File: src/rtl/mem_pkg.sv
// Shared constants for the MEM-stage load/store unit: funct3 codes, FSM states,
// byte-lane masks and the legality/alignment test.
package mem_pkg;
  localparam logic [2:0] F3_B  = 3'b000;
  localparam logic [2:0] F3_H  = 3'b001;
  localparam logic [2:0] F3_W  = 3'b010;
  localparam logic [2:0] F3_BU = 3'b100;
  localparam logic [2:0] F3_HU = 3'b101;

  localparam logic [3:0] BE_B = 4'b0001;
  localparam logic [3:0] BE_H = 4'b0011;
  localparam logic [3:0] BE_W = 4'b1111;

  typedef enum logic [1:0] {
    IDLE = 2'd0,
    BUSY = 2'd1,
    DONE = 2'd2
  } state_t;

  // Legal funct3 and naturally aligned for its size.
  function automatic logic access_ok(input logic [2:0] f3, input logic [1:0] off);
    case (f3)
      F3_B, F3_BU: access_ok = 1'b1;
      F3_H, F3_HU: access_ok = ~off[0];
      F3_W:        access_ok = (off == 2'b00);
      default:     access_ok = 1'b0;
    endcase
  endfunction
endpackage

File: src/rtl/mem_access_unit_if.sv
// Data-bus handshake between the load/store unit (master) and memory (slave).
interface mem_access_unit_if;
  logic        bus_req_o;
  logic        bus_we_o;
  logic [31:0] bus_addr_o;
  logic [3:0]  bus_be_o;
  logic [31:0] bus_wdata_o;
  logic        bus_ack_i;
  logic [31:0] bus_rdata_i;

  modport master (
    output bus_req_o, bus_we_o, bus_addr_o, bus_be_o, bus_wdata_o,
    input  bus_ack_i, bus_rdata_i
  );

  modport slave (
    input  bus_req_o, bus_we_o, bus_addr_o, bus_be_o, bus_wdata_o,
    output bus_ack_i, bus_rdata_i
  );
endinterface

File: src/rtl/mem_lane_align.sv
// Byte-lane steering: byte enables and store replication for an issue,
// lane extraction and sign/zero extension for a returning load word.
module mem_lane_align
  import mem_pkg::*;
(
  input  logic [2:0]  funct3,
  input  logic [1:0]  off,
  input  logic [31:0] wdata,
  input  logic [31:0] rdata,
  output logic [3:0]  be,
  output logic [31:0] wlanes,
  output logic [31:0] ldata
);
  logic [7:0]  byte_sel;
  logic [15:0] half_sel;

  assign byte_sel = rdata[{off, 3'b000} +: 8];
  assign half_sel = rdata[{off[1], 4'b0000} +: 16];

  always_comb begin
    be     = '0;
    wlanes = wdata;
    ldata  = '0;
    case (funct3)
      F3_B: begin
        be     = BE_B << off;
        wlanes = {4{wdata[7:0]}};
        ldata  = {{24{byte_sel[7]}}, byte_sel};
      end
      F3_BU: begin
        be     = BE_B << off;
        wlanes = {4{wdata[7:0]}};
        ldata  = {24'b0, byte_sel};
      end
      F3_H: begin
        be     = BE_H << {off[1], 1'b0};
        wlanes = {2{wdata[15:0]}};
        ldata  = {{16{half_sel[15]}}, half_sel};
      end
      F3_HU: begin
        be     = BE_H << {off[1], 1'b0};
        wlanes = {2{wdata[15:0]}};
        ldata  = {16'b0, half_sel};
      end
      F3_W: begin
        be    = BE_W;
        ldata = rdata;
      end
      default: ;
    endcase
  end
endmodule

File: src/rtl/mem_access_unit.sv
// MEM-stage load/store unit: issues one bus access per instruction, stalls the
// pipeline until ack or timeout, then spends one DONE cycle releasing it.
module mem_access_unit
  import mem_pkg::*;
#(
  parameter int TIMEOUT = 16
) (
  input  logic                clk,
  input  logic                rst,
  input  logic                mem_valid_i,
  input  logic                mem_we_i,
  input  logic [2:0]          funct3_i,
  input  logic [31:0]         addr_i,
  input  logic [31:0]         wdata_i,
  output logic                stall_o,
  mem_access_unit_if.master   bus,
  output logic [31:0]         load_data_o,
  output logic                load_valid_o,
  output logic                err_o
);
  localparam int CW = $clog2(TIMEOUT + 1);

  state_t        state, state_nx;
  logic [CW-1:0] cnt;
  logic [2:0]    f3_q;
  logic [1:0]    off_q;
  logic          ok, issue, reject, ack, tmo;
  logic [2:0]    al_f3;
  logic [1:0]    al_off;
  logic [3:0]    al_be;
  logic [31:0]   al_wlanes, al_ldata;

  assign ok     = access_ok(funct3_i, addr_i[1:0]);
  assign issue  = (state == IDLE) & mem_valid_i & ok;
  assign reject = (state == IDLE) & mem_valid_i & ~ok;
  assign ack    = (state == BUSY) & bus.bus_ack_i;
  // Ack wins over an expiring counter in the same cycle.
  assign tmo    = (state == BUSY) & ~bus.bus_ack_i & (cnt == CW'(TIMEOUT - 1));

  // One aligner serves both directions: issue fields in IDLE, captured fields in BUSY.
  assign al_f3  = (state == IDLE) ? funct3_i    : f3_q;
  assign al_off = (state == IDLE) ? addr_i[1:0] : off_q;

  mem_lane_align u_align (
    .funct3 (al_f3),
    .off    (al_off),
    .wdata  (wdata_i),
    .rdata  (bus.bus_rdata_i),
    .be     (al_be),
    .wlanes (al_wlanes),
    .ldata  (al_ldata)
  );

  always_comb begin
    state_nx      = state;
    stall_o       = issue | (state == BUSY);
    bus.bus_req_o = (state == BUSY);
    case (state)
      IDLE:    if (mem_valid_i) state_nx = ok ? BUSY : DONE;
      BUSY:    if (ack | tmo) state_nx = DONE;
      DONE:    state_nx = IDLE;
      default: state_nx = IDLE;
    endcase
  end

  always_ff @(posedge clk or posedge rst) begin
    if (rst) begin
      state           <= IDLE;
      cnt             <= '0;
      f3_q            <= '0;
      off_q           <= '0;
      bus.bus_we_o    <= 1'b0;
      bus.bus_addr_o  <= '0;
      bus.bus_be_o    <= '0;
      bus.bus_wdata_o <= '0;
      load_data_o     <= '0;
      load_valid_o    <= 1'b0;
      err_o           <= 1'b0;
    end else begin
      state        <= state_nx;
      load_valid_o <= 1'b0;
      err_o        <= 1'b0;
      if (issue) begin
        bus.bus_addr_o  <= {addr_i[31:2], 2'b00};
        bus.bus_be_o    <= al_be;
        bus.bus_wdata_o <= al_wlanes;
        bus.bus_we_o    <= mem_we_i;
        f3_q            <= funct3_i;
        off_q           <= addr_i[1:0];
        cnt             <= '0;
      end
      if (reject) err_o <= 1'b1;
      if (state == BUSY) begin
        if (ack) begin
          if (!bus.bus_we_o) begin
            load_data_o  <= al_ldata;
            load_valid_o <= 1'b1;
          end
        end else if (tmo) begin
          err_o <= 1'b1;
        end else begin
          cnt <= cnt + 1'b1;
        end
      end
    end
  end
endmodule
File: src/flat_wrapper.sv
// flat-port wrapper written by rule: the top's interface ports become plain ports
module mem_access_unit_flat import mem_pkg::*;
#(
  parameter int TIMEOUT = 16
)
  (clk, rst, mem_valid_i, mem_we_i, funct3_i, addr_i, wdata_i, stall_o, load_data_o, load_valid_o, err_o, bus_bus_req_o, bus_bus_we_o, bus_bus_addr_o, bus_bus_be_o, bus_bus_wdata_o, bus_bus_ack_i, bus_bus_rdata_i);
  mem_access_unit_if bus_i ();
  input  logic clk;
  input  logic rst;
  input  logic mem_valid_i;
  input  logic mem_we_i;
  input  logic [2:0] funct3_i;
  input  logic [31:0] addr_i;
  input  logic [31:0] wdata_i;
  output logic stall_o;
  output logic [31:0] load_data_o;
  output logic load_valid_o;
  output logic err_o;
  output wire logic [$bits(bus_i.bus_req_o)-1:0] bus_bus_req_o;
  output wire logic [$bits(bus_i.bus_we_o)-1:0] bus_bus_we_o;
  output wire logic [$bits(bus_i.bus_addr_o)-1:0] bus_bus_addr_o;
  output wire logic [$bits(bus_i.bus_be_o)-1:0] bus_bus_be_o;
  output wire logic [$bits(bus_i.bus_wdata_o)-1:0] bus_bus_wdata_o;
  input wire logic [$bits(bus_i.bus_ack_i)-1:0] bus_bus_ack_i;
  input wire logic [$bits(bus_i.bus_rdata_i)-1:0] bus_bus_rdata_i;
  assign bus_bus_req_o = bus_i.bus_req_o;
  assign bus_bus_we_o = bus_i.bus_we_o;
  assign bus_bus_addr_o = bus_i.bus_addr_o;
  assign bus_bus_be_o = bus_i.bus_be_o;
  assign bus_bus_wdata_o = bus_i.bus_wdata_o;
  assign bus_i.bus_ack_i = bus_bus_ack_i;
  assign bus_i.bus_rdata_i = bus_bus_rdata_i;
  mem_access_unit #(.TIMEOUT(TIMEOUT)) u_core (.clk(clk), .rst(rst), .mem_valid_i(mem_valid_i), .mem_we_i(mem_we_i), .funct3_i(funct3_i), .addr_i(addr_i), .wdata_i(wdata_i), .stall_o(stall_o), .bus(bus_i), .load_data_o(load_data_o), .load_valid_o(load_valid_o), .err_o(err_o));
endmodule
File: config.mk
export PLATFORM = sky130hd
export DESIGN_NAME = mem_access_unit_flat
export DESIGN_NICKNAME = d
export VERILOG_FILES = /design/src/rtl/mem_pkg.sv /design/src/rtl/mem_access_unit_if.sv /design/src/rtl/mem_lane_align.sv /design/src/rtl/mem_access_unit.sv /design/src/flat_wrapper.sv
export SDC_FILE = /design/constraint.sdc
export NUM_CORES = 1
export LEC_CHECK = 0
export CAP_MARGIN = 20
export CORE_MARGIN = 3
export CORE_UTILIZATION = 45
export DETAILED_ROUTE_END_ITERATION = 10
export DONT_BUFFER_PORTS = 1
export SLEW_MARGIN = 20
export SYNTH_ARGS = -nofsm -noshare
export SYNTH_HDL_FRONTEND = slang
export SYNTH_SLANG_ARGS = --single-unit
File: constraint.sdc
create_clock -name clk -period 10.75 [get_ports clk]
set_input_delay 1.6125 -clock clk [delete_from_list [all_inputs] [get_ports clk]]
set_output_delay 1.6125 -clock clk [all_outputs]
set_load 0.05 [all_outputs]
==> impl_metrics.env <==
export IMPL_htreeDepth=4
export IMPL_grt_max_degree=72
export IMPL_portBuffers=0
export IMPL_vias_per_cell=6.06
export IMPL_r2r_start="u_core.state[1]"
export IMPL_p_per_area_nw_per_um2=395
export IMPL_drive_gt1_frac=0.214
export IMPL_slew_viol_final=0
export IMPL_wl_met1_um=5240
export IMPL_syn_to_final_growth_pct=11.7
export IMPL_worst_path_max_fanout=35
export IMPL_rsz0062_at_grt="false"
export IMPL_io_pins=209
export IMPL_required_ns=9.14
export IMPL_drt_iter0_drc=362
export IMPL_syn_avg_cell_area_um2=10.9
export IMPL_die_area_um2=13200
export IMPL_min_to="u_core.cnt[3]"
export IMPL_period_share=0.433
export IMPL_cts_tree="yes"
export IMPL_met3_length_um=1730
export IMPL_cts_resized=0
export IMPL_hold_path_class="register to register"
export IMPL_p_total_w=0.00235
export IMPL_maxCapViolCount=0
export IMPL_cts_buffers=17
export IMPL_multi_input_area_um2=2310
export IMPL_synthArstFlopShare=1.00
export IMPL_holdPathStages=1
export IMPL_cp_startpoint="funct3_i[2]"
export IMPL_post_drt_wl_per_cell_um=21.6
export IMPL_finalSetupTns_ns=0
export IMPL_fin_skew_ns=0.00820
export IMPL_cp_end_kind="output port"
export IMPL_gr_usage_all_layers=0.212
export IMPL_root_buffer="clkbuf_16"
export IMPL_finalSetupViolations=0
export IMPL_ctsLongestPathBuffers=2
export IMPL_place_gp_congestion=0.874
export IMPL_postCtsSetupBuffers=0
export IMPL_worstRegToRegCells=5
export IMPL_netlist_instances=490
export IMPL_holdWs_ns=0.477
export IMPL_dieWidth_um=115
export IMPL_wl_met2_um=6400
export IMPL_cp_start_kind="input port"
export IMPL_maxSlewHeadroom=0.282
export IMPL_syn_area_um2=5320
export IMPL_clk_latency_ns=0.41
export IMPL_hold_viol=0
export IMPL_drc=0
export IMPL_rr_endpoint="u_core.load_data_o[30]"
export IMPL_grt_pass1_vias=4033
export IMPL_crit_chain="o31a_1, o21ai_1, nand3_4, nand2_1"
export IMPL_yosysWarnings=0
export IMPL_ant_nets=0
export IMPL_worst_setup_path_type="input port to output port"
export IMPL_hold_buffers=0
export IMPL_regToRegSetupSlack_ns=7.95
export IMPL_seqCellArea_um2=2830
export IMPL_antenna_found_initial=0
export IMPL_min_from="u_core.cnt[3]"
export IMPL_tightest_slew_ns=1.07
export IMPL_status="completed"
export IMPL_synth_edf_count=0
export IMPL_ys_flop_type="dfrtp_1"
export IMPL_grt_remaining_overflow=0
export IMPL_final_nets=584
export IMPL_cp_arrival_ns=3.04
export IMPL_clock_sinks=113
export IMPL_synth_cell_types=54
export IMPL_nFillCells=1010
export IMPL_wirelength_um=13700
export IMPL_antennaDiodeCount=0
export IMPL_layout_common_cells="dfrtp_1 (113), nand2_1 (61), a21oi_1 (56), o21ai_0 (46), mux2_2 (46)"
export IMPL_coreArea_um2=11500
export IMPL_p_leak_nw=2.55
export IMPL_die_h_um=115
export IMPL_peakVddDrop_mv=0.221
export IMPL_period_minus_slack_ns=4.66
export IMPL_grt_pass1_wl_um=21400
export IMPL_cp_slowest_stage_delay_ns=0.53
export IMPL_fmax_mhz=215
export IMPL_ys_seq_elements=113
export IMPL_via_count=3840
export IMPL_cp_slowest_cell="nand2_1"
export IMPL_final_common_cell="dfrtp_1"
export IMPL_routed_top_layer="met4"
export IMPL_post_dp_hpwl_um=9580
export IMPL_fp_row_count=39
export IMPL_firstDrtPassIters=4
export IMPL_path_clk_slew_ns=0.06
export IMPL_start_util=0.464
export IMPL_synth_seq_area_share=0.532
## power by group
part / switching [W] / internal (W)
clock: 0.000192 / 0.000346
combinational: 0.000265 / 0.000197
sequential: 0.000750 / 0.000598
## final cells by class
cell class              instances  area share
flip-flops and latches        113       0.476
multi-input cells             336       0.388
clock buffers                  23      0.0838
well taps                     143      0.0301
clock inverters                 9      0.0135
inverters                       7     0.00484
repair buffers                  3     0.00379
## registers in the layout (all words and copies together), names as in the netlist
register                cells
u_core.bus.bus_wdata_o     32
u_core.load_data_o         32
u_core.bus.bus_addr_o      30
u_core.cnt                  5
u_core.bus.bus_be_o         4
u_core.f3_q                 3
u_core.off_q                2
u_core.state                2
u_core.bus.bus_we_o         1
u_core.err_o                1
u_core.load_valid_o         1
## worst max-delay path by stage
stage                                           end  depth (start not counted)  slack [ns]
after global placement                      stall_o                          4        6.08
after global routing                        stall_o                          4        5.99
after detailed placement                    stall_o                          4        6.08
after CTS                                   stall_o                          4        6.08
after floorplan           u_core.bus.bus_addr_o[10]                          1        6.15
final                                       stall_o                          4        6.09
## routing by layer
layer | vias to the layer above | GRT usage
li1 | 1761 | -
met1 | 1863 | 0.251
met2 | 189 | 0.330
met3 | 27 | 0.0973
met4 | 0 | 0.0978
met5 | - | 0
## Yosys cell counts, drive strengths merged, types with 3 or more instances
cell	count	area share
mux2	46	0.097
a311o	6	0.011
nor2	10	0.0085
a211oi	3	0.0061
o21ai	53	0.051
inv	7	0.0049
o211ai	7	0.0099
mux2i	18	0.034
nand2	61	0.043
buf	21	0.023
clkbuf	14	0.0099
a21oi	68	0.074
nand3	9	0.0094
nand2b	4	0.0047
dfrtp	113	0.53
a21boi	3	0.0042
a222oi	7	0.013
or3	3	0.0035
a22o	8	0.013
## per-stage QoR
| step | util | setup slack (ns) | std cells | area, um^2 |
|---|---|---|---|---|
| final | 0.518 | 6.09 | 634 | 5940 |
| after global routing | 0.518 | 5.99 | 634 | 5940 |
| after CTS | 0.518 | 6.08 | 634 | 5940 |
| after detailed placement | 0.468 | 6.08 | 602 | 5360 |
| after global placement | 0.468 | 6.08 | 602 | 5360 |
| after floorplan | - | 6.15 | 491 | 5320 |
## critical path, delay by kind of cell
family           cells  cell delay [ns]
AO/OA/AOI/OAI        2             0.52
AND/OR/NAND/NOR      2             0.90
## cell families after synthesis
| group | after synthesis | share of synthesized area |
|---|---|---|
| AOI/OAI and AO/OA | 172 | 0.211 |
| DFF | 113 | 0.532 |
| and+or+nand+nor | 96 | 0.0826 |
| muxes | 64 | 0.131 |
| buffers and inverters | 42 | 0.0376 |
| adders and majority gates | 2 | 0.00471 |
| other | 1 | 0.000705 |
Note: power is estimated with default switching activity, not from simulation.
